[config.mk]
export PLATFORM = sky130hd
export DESIGN_NAME = hazard_ctrl
export DESIGN_NICKNAME = d
export VERILOG_FILES = /design/src/rtl/hazard_ctrl.sv
export SDC_FILE = /design/constraint.sdc
export NUM_CORES = 1
export LEC_CHECK = 0
export ABC_AREA = 1
export CAP_MARGIN = 30
export CELL_PAD_IN_SITES_DETAIL_PLACEMENT = 0
export CELL_PAD_IN_SITES_GLOBAL_PLACEMENT = 2
export CORE_AREA = 8 8 92 110
export CTS_BUF_LIST = sky130_fd_sc_hd__clkbuf_8
export DETAILED_ROUTE_END_ITERATION = 10
export DIE_AREA = 0 0 100 118
export PLACE_DENSITY = 0.92
export SETUP_SLACK_MARGIN = 0.4
export SLEW_MARGIN = 30
export SYNTH_ARGS = -nofsm -noshare
export SYNTH_HDL_FRONTEND = slang
export SYNTH_SLANG_ARGS = --single-unit
[constraint.sdc]
create_clock -name clk -period 2.2 [get_ports clk]
set_input_delay 0.44 -clock clk [delete_from_list [all_inputs] [get_ports clk]]
set_output_delay 0.44 -clock clk [all_outputs]
set_load 0.005 [all_outputs]
[src/rtl/hazard_ctrl.sv]
// Pipeline hazard controller: stall detection, forwarding selects for D/E/M
// consumers, and the mult/div busy countdown that blocks HI/LO access.
module hazard_ctrl (
   input  logic       clk,
   input  logic       reset,
   input  logic [4:0] rs_D,
   input  logic [4:0] rt_D,
   input  logic [1:0] Tuse_rs_D,
   input  logic [1:0] Tuse_rt_D,
   input  logic [4:0] A3_D,
   input  logic [1:0] Tnew_D,
   input  logic [1:0] src_D,
   input  logic       md_start_D,
   input  logic       md_div_D,
   input  logic       md_use_D,
   output logic       stall,
   output logic [2:0] forwardRSD,
   output logic [2:0] forwardRTD,
   output logic [2:0] forwardRSE,
   output logic [2:0] forwardRTE,
   output logic [1:0] forwardRTM,
   output logic       md_busy
);

   localparam logic [1:0] SRC_PC8 = 2'd1;
   localparam logic [3:0] MUL_CYCLES = 4'd5;
   localparam logic [3:0] DIV_CYCLES = 4'd10;

   logic [4:0] a3_e, rs_e, rt_e, a3_m, rt_m, a3_w;
   logic [1:0] tnew_e, src_e, tnew_m, src_m, src_w;
   logic       md_start_e, md_div_e;
   logic [3:0] md_cnt;
   logic       stall_raw;

   function automatic logic [1:0] sat_dec(input logic [1:0] t);
      return (t == 2'd0) ? 2'd0 : t - 2'd1;
   endfunction

   function automatic logic op_stall(input logic [4:0] r, input logic [1:0] tuse,
                                     input logic [4:0] a3e, input logic [1:0] tne,
                                     input logic [4:0] a3m, input logic [1:0] tnm);
      logic hit;
      hit = 1'b0;
      if (r != 5'd0 && tuse != 2'd3) begin
         if (a3e == r && tuse < tne) hit = 1'b1;
         if (a3m == r && tuse < tnm) hit = 1'b1;
      end
      return hit;
   endfunction

   // M beats W; an M producer only forwards once its result has arrived.
   function automatic logic [2:0] fwd_sel(input logic [4:0] r,
                                          input logic [4:0] a3m, input logic [1:0] tnm,
                                          input logic [1:0] srcm,
                                          input logic [4:0] a3w, input logic [1:0] srcw);
      logic [2:0] sel;
      sel = 3'd0;
      if (r != 5'd0) begin
         if (a3m == r && tnm == 2'd0)
            sel = (srcm == SRC_PC8) ? 3'd2 : 3'd1;
         else if (a3w == r)
            sel = (srcw == SRC_PC8) ? 3'd4 : 3'd3;
      end
      return sel;
   endfunction

   always_comb begin
      stall_raw = op_stall(rs_D, Tuse_rs_D, a3_e, tnew_e, a3_m, tnew_m)
                | op_stall(rt_D, Tuse_rt_D, a3_e, tnew_e, a3_m, tnew_m)
                | (md_use_D & ((md_cnt != 4'd0) | md_start_e));
      stall      = 1'b0;
      forwardRSD = 3'd0;
      forwardRTD = 3'd0;
      forwardRSE = 3'd0;
      forwardRTE = 3'd0;
      forwardRTM = 2'd0;
      md_busy    = 1'b0;
      if (!reset) begin
         stall      = stall_raw;
         forwardRSD = fwd_sel(rs_D, a3_m, tnew_m, src_m, a3_w, src_w);
         forwardRTD = fwd_sel(rt_D, a3_m, tnew_m, src_m, a3_w, src_w);
         forwardRSE = fwd_sel(rs_e, a3_m, tnew_m, src_m, a3_w, src_w);
         forwardRTE = fwd_sel(rt_e, a3_m, tnew_m, src_m, a3_w, src_w);
         if (rt_m != 5'd0 && a3_w == rt_m)
            forwardRTM = (src_w == SRC_PC8) ? 2'd2 : 2'd1;
         md_busy    = (md_cnt != 4'd0);
      end
   end

   // D -> E (bubble on stall), E -> M, M -> W, and the mult/div countdown
   always_ff @(posedge clk) begin
      if (reset) begin
         a3_e <= '0; rs_e <= '0; rt_e <= '0; tnew_e <= '0; src_e <= '0;
         md_start_e <= 1'b0; md_div_e <= 1'b0;
         a3_m <= '0; rt_m <= '0; tnew_m <= '0; src_m <= '0;
         a3_w <= '0; src_w <= '0;
         md_cnt <= '0;
      end else begin
         if (stall_raw) begin
            a3_e <= '0; rs_e <= '0; rt_e <= '0; tnew_e <= '0; src_e <= '0;
            md_start_e <= 1'b0; md_div_e <= 1'b0;
         end else begin
            a3_e <= A3_D; rs_e <= rs_D; rt_e <= rt_D; tnew_e <= Tnew_D; src_e <= src_D;
            md_start_e <= md_start_D; md_div_e <= md_div_D;
         end
         a3_m   <= a3_e;
         rt_m   <= rt_e;
         tnew_m <= sat_dec(tnew_e);
         src_m  <= src_e;
         a3_w   <= a3_m;
         src_w  <= src_m;
         if (md_start_e)
            md_cnt <= md_div_e ? DIV_CYCLES : MUL_CYCLES;
         else if (md_cnt != 4'd0)
            md_cnt <= md_cnt - 4'd1;
      end
   end

endmodule
# Word level (Yosys, flattened, before mapping)
# Cells that the tools add are included.
[classes] addsub=2 magnitude_cmp=4 eq_ne=15 mux=32 n_bitwise=4 reduce_logical=22
[ops] cell="equality test 5 bit" n=11
[ops] cell="2-to-1 mux 3 bit" n=17
[ops] cell="nonzero test 5 bit" n=5
[ops] cell="2-to-1 mux 4 bit" n=3
[ops] cell="logical AND 1 bit" n=11
[ops] cell="less-than comparator 2 bit" n=4
[ops] cell="2-to-1 mux 1 bit" n=8
[ops] cell="2-to-1 mux 2 bit" n=4
[ops] cell="equality test 2 x 1 -> 1 bit (second input constant)" n=2
[ops] cell="zero test 2 bit" n=2
[ops] cell="inequality test 2 bit (second input constant)" n=2
[ops] cell="nonzero test 4 bit" n=1
[ops] cell="OR reduction 2 bit" n=2
[ops] cell="subtractor 4 x 1 -> 4 bit (second input constant)" n=1
[ops] cell="bitwise OR 1 bit" n=3
[ops] cell="nonzero test 2 bit" n=1
[ops] cell="subtractor 2 x 1 -> 2 bit (second input constant)" n=1
[ops] cell="AND 1 bit" n=1
[word_totals] ff_bits=46 in_bits=28 out_inout_bits=16 word_cells=93

# Longest topological paths before layout
[depth] word_depth=8 depth_mapped=12 ltp_nobuf=12

# Worst setup path after synthesis
# No wires, ideal clock.
[synth_timing] kind="input port to output port" startpoint="input Tuse_rs_D[1]" endpoint="output stall" arrival_ns=1.272 required_time_ns=1.760 slack_ns=0.488 stages=9 path_buffers=0 cell_sequence="ha_1 -> a21boi_0 -> nor2_1 -> nand2_1 -> nand2_1 -> nand2_2 -> nand3_1 -> nand2_1 -> inv_1"
[synth_via] elab_chain_len=8 elab_cells_between_ends=12 cone_classes="order compare (2); eq/ne (1); mux (4); bitwise (2); reduce/logical (3)"
[synth_lines] element="start, declared" line_no="8" source="input logic [1:0] Tuse_rs_D,"
[synth_lines] element="less-than comparator 2 bit" line_no="45" source="if (a3e == r && tuse < tne) hit = 1'b1;"
[synth_lines] element="logical AND 1 bit" line_no="45"
[synth_lines] element="2-to-1 mux 1 bit" line_no="45"
[synth_lines] element="2-to-1 mux 1 bit" line_no="46" source="if (a3m == r && tuse < tnm) hit = 1'b1;"
[synth_lines] element="2-to-1 mux 1 bit *" line_no="44" source="if (r != 5'd0 && tuse != 2'd3) begin"
[synth_lines] element="bitwise OR 1 bit *" line_no="69" source="| op_stall(rt_D, Tuse_rt_D, a3_e, tnew_e, a3_m, tnew_m)"
[synth_lines] element="bitwise OR 1 bit *" line_no="70" source="| (md_use_D & ((md_cnt != 4'd0) | md_start_e));"
[synth_lines] element="2-to-1 mux 1 bit *" line_no="78" source="if (!reset) begin"
[synth_lines] element="end, declared" line_no="16" source="output logic stall,"
# Every way passes the cells marked *; elsewhere a longest branch is shown, timed or not.

# Worst setup path in the final report
[layout_timing] startpoint="register tnew_m[1]" endpoint="output forwardRTE[0]"
[layout_via] elab_chain_len=5
[layout_lines] element="start, declared" line_no="30" source="logic [1:0] tnew_e, src_e, tnew_m, src_m, src_w;"
[layout_lines] element="start signal, assigned" line_no="108" source="tnew_m <= sat_dec(tnew_e);"
[layout_lines] element="zero test 2 bit" line_no="59" source="if (a3m == r && tnm == 2'd0)"
[layout_lines] element="logical AND 1 bit" line_no="59"
[layout_lines] element="2-to-1 mux 3 bit" line_no="59"
[layout_lines] element="2-to-1 mux 3 bit" line_no="58" source="if (r != 5'd0) begin"
[layout_lines] element="2-to-1 mux 3 bit" line_no="78"
[layout_lines] element="end, declared" line_no="20" source="output logic [2:0] forwardRTE,"
# Every way passes these cells.

==> results.yml <==
outcome:
  status: "finished, final reports clean"
flow_run:
  cap_viol_max_count: 0
route:
  drc: 0
  wl_mm: 8.274
  drtAntennaViolNets: 0
  vias_per_cell: 4.549
  vias: 2857
  routedWlPerCell_um: 13.18
  dr.pass1.iters: 4
  first_iter_violations: 137
final_layout:
  utilization: 0.4926
  syn2layout_area_growth_pct: 60.40
  n_antenna_cell: 0
  final_nets: 546
  drive_above_1_share: 0.4481
  finalNonFillerCells: 628
timing:
  setup_slack_ns: 0.01460
  fmax_ghz: 0.4576
  timing.final.crit_share: 0.9934
  slew_viol_final: 0
  fin_tns_setup_ns: 0
  period_minus_slack_ns: 2.185
  fin_skew_ns: 0.003334
  hold_viol: 0
  slew_headroom: 0.7971
  finalSetupViolCount: 0
  tightest_slew_ns: 0.3021
  rsz0062_at_grt: "yes"
synthesis:
  synth.yosys.warnings: 0
  async_flop_share: 0
  synth_area_um2: 2587
  synthTopCellsByArea: "dfxtp_1 36%, inv_1 10%, nor2_1 9.7%, nand2_1 9.1%, xor2_1 3.7%"
  netlist.area_leader.share: 0.3559
  ys_seq_area_frac: 0.3559
  synth.largest_area_cell: "dfxtp_1"
  syn_nets: 418
  yosys.cell_count.top_type: "inv_1"
  synth_cell_types: 33
  synth_common_cells: "69 x inv_1, 67 x nor2_1, 63 x nand2_1"
  postSynthAreaPerCell_um2: 6.756
  synth-edff-count: 0
  synth_top_flop_cell: "dfxtp_1"
  ys_ff_latch: 46
  syn_inst: 383
floorplan:
  num_rows: 37
  die_height_um: 118
  core-area_um2: 8426
  dieArea_um2: 11800
  start_util: 0.3071
  fp.dieW_um: 100
  io_pins: 44
power_and_ir_drop:
  p_leak_nw: 2.004
  power_density_nw_per_um2: 649.7
  peakVddDrop_uv: 357.7
placement:
  dp_cells: 604
  hpwl_mm: 6.373
  gp_congestion: 0.8859
  io_buffer_count: 43
  post-place-ws_ns: -0.6943
clock_tree:
  cts_max_path_buffers: 2
  cts_root_buffer: "clkbuf_8"
  clock_latency_ns: 0.30
  postCtsHoldBufs: 0
  cts_buffers: 5
  clock_sinks: 46
  cts_tree: "built"
  path_clk_slew_ns: 0.08
  htree_levels: 2
grt:
  grt_max_degree: 22
  antenna_found_initial: 0
  grt_pass1_wl_mm: 13.85
  grt_overflow_total: 0
  grt_pass1_vias: 3079
  grt_usage: 0.1466
hold_path:
  hold_path_class: "reg2reg"
critical_path:
  endpoint_kind: "output port"
  crit_required_ns: 1.76
  crit_fanout: 4
  cp-start-kind: "flop"
  arrival_ns: 1.75
  criticalPathCategory: "reg2out"
per-stage QoR:
stage,hold slack (ns),area [um2],power (W)
global route,0.4157,4150,0.002918
global placement,0.3897,3646,0.002062
floorplan,0.3883,2587,0.001604
detailed placement,0.3943,3646,0.002071
CTS,0.4064,4031,0.002662
finish,0.4078,4150,0.002697
per-layer routing:
metal | vias up | part of all wire | GRT usage
met5 | - | 0 | 0
li1 | 1465 | - | -
met1 | 1297 | 0.39 | 0.1497
met4 | 0 | 0.047 | 0.08720
met2 | 70 | 0.53 | 0.2695
met3 | 25 | 0.031 | 0.02367
worst max-delay path: stages (launching register included):
cell and delay [ns]:
dfxtp_2 0.33, or2_4 0.28, a221oi_1 0.26, nand2_2 0.13
buf_6 0.14, nand2_2 0.06, nand2_2 0.06, nor2_2 0.09
buf_2 0.11
report_power, final:
part	total, W	switching [W]	internal, W
logic	0.00117	0.000595	0.000575
registers	0.00103	0.0000842	0.000947
clock network	0.000495	0.000281	0.000214
total	0.00270	0.000960	0.00174
cells by family after synthesis:
family | synth area share
and+or+nand+nor | 0.3235
buffers and inverters | 0.1262
DFF | 0.3559
AOI/OAI and AO/OA | 0.1030
xor gates and xnor gates | 0.05754
adders and majority gates | 0.03385
timing repair:
item	in CTS	in global routing
cloned	0	0
resized for setup	196	39
pin swaps	41	20
setup endpoints to repair	37	16
buffers inserted	17	0
flip-flops by register name, summed over array words and instances, names as in the netlist:
name	cells
rt_e	5
a3_e	5
tnew_e	2
src_m	2
rs_e	5
md_start_e	1
tnew_m	2
md_cnt	4
src_w	2
md_div_e	1
a3_m	5
a3_w	5
rt_m	5
src_e	2
cells in the final DEF, fill, tap and decap left out, types with 6 or more instances in the layout:
cell type / n
nor3_2: 6
inv_2: 12
nor2_1: 55
nand3_2: 10
dfxtp_1: 32
buf_4: 67
xor2_1: 11
o22ai_1: 9
buf_6: 19
a21oi_2: 6
buf_2: 22
dfxtp_2: 9
a21oi_1: 7
nand2_1: 48
clkdlybuf4s50_1: 13
nor3_1: 8
nand3_1: 9
inv_1: 57
nand2_2: 17
nor2_2: 17
nand4_1: 6
layout make-up:
| cell class | count | area (um2) |
|---|---|---|
| Fill cell | 886 | 4275 |
| Sequential cell | 46 | 950.9 |
| Timing Repair Buffer | 130 | 1056 |
| Tap cell | 117 | 146.4 |
| Clock buffer | 5 | 68.82 |
| Clock inverter | 2 | 10.01 |
| Inverter | 72 | 277.8 |
| Multi-Input combinational cell | 256 | 1640 |
worst paths after layout:
path	start	endpoint	slack [ns]	depth (start not counted)
worst max-delay path	tnew_m[1]$_SDFF_PP0_	forwardRTE[0]	0.01	8
worst min-delay path	src_e[1]$_SDFF_PP0_	src_m[1]$_SDFF_PP0_	0.41	2
worst max register to register	a3_m[3]$_SDFF_PP0_	tnew_e[1]$_SDFF_PP0_	0.53	13
worst min register to register	src_e[1]$_SDFF_PP0_	src_m[1]$_SDFF_PP0_	0.41	2
Note: power is estimated with default switching activity, not from simulation.
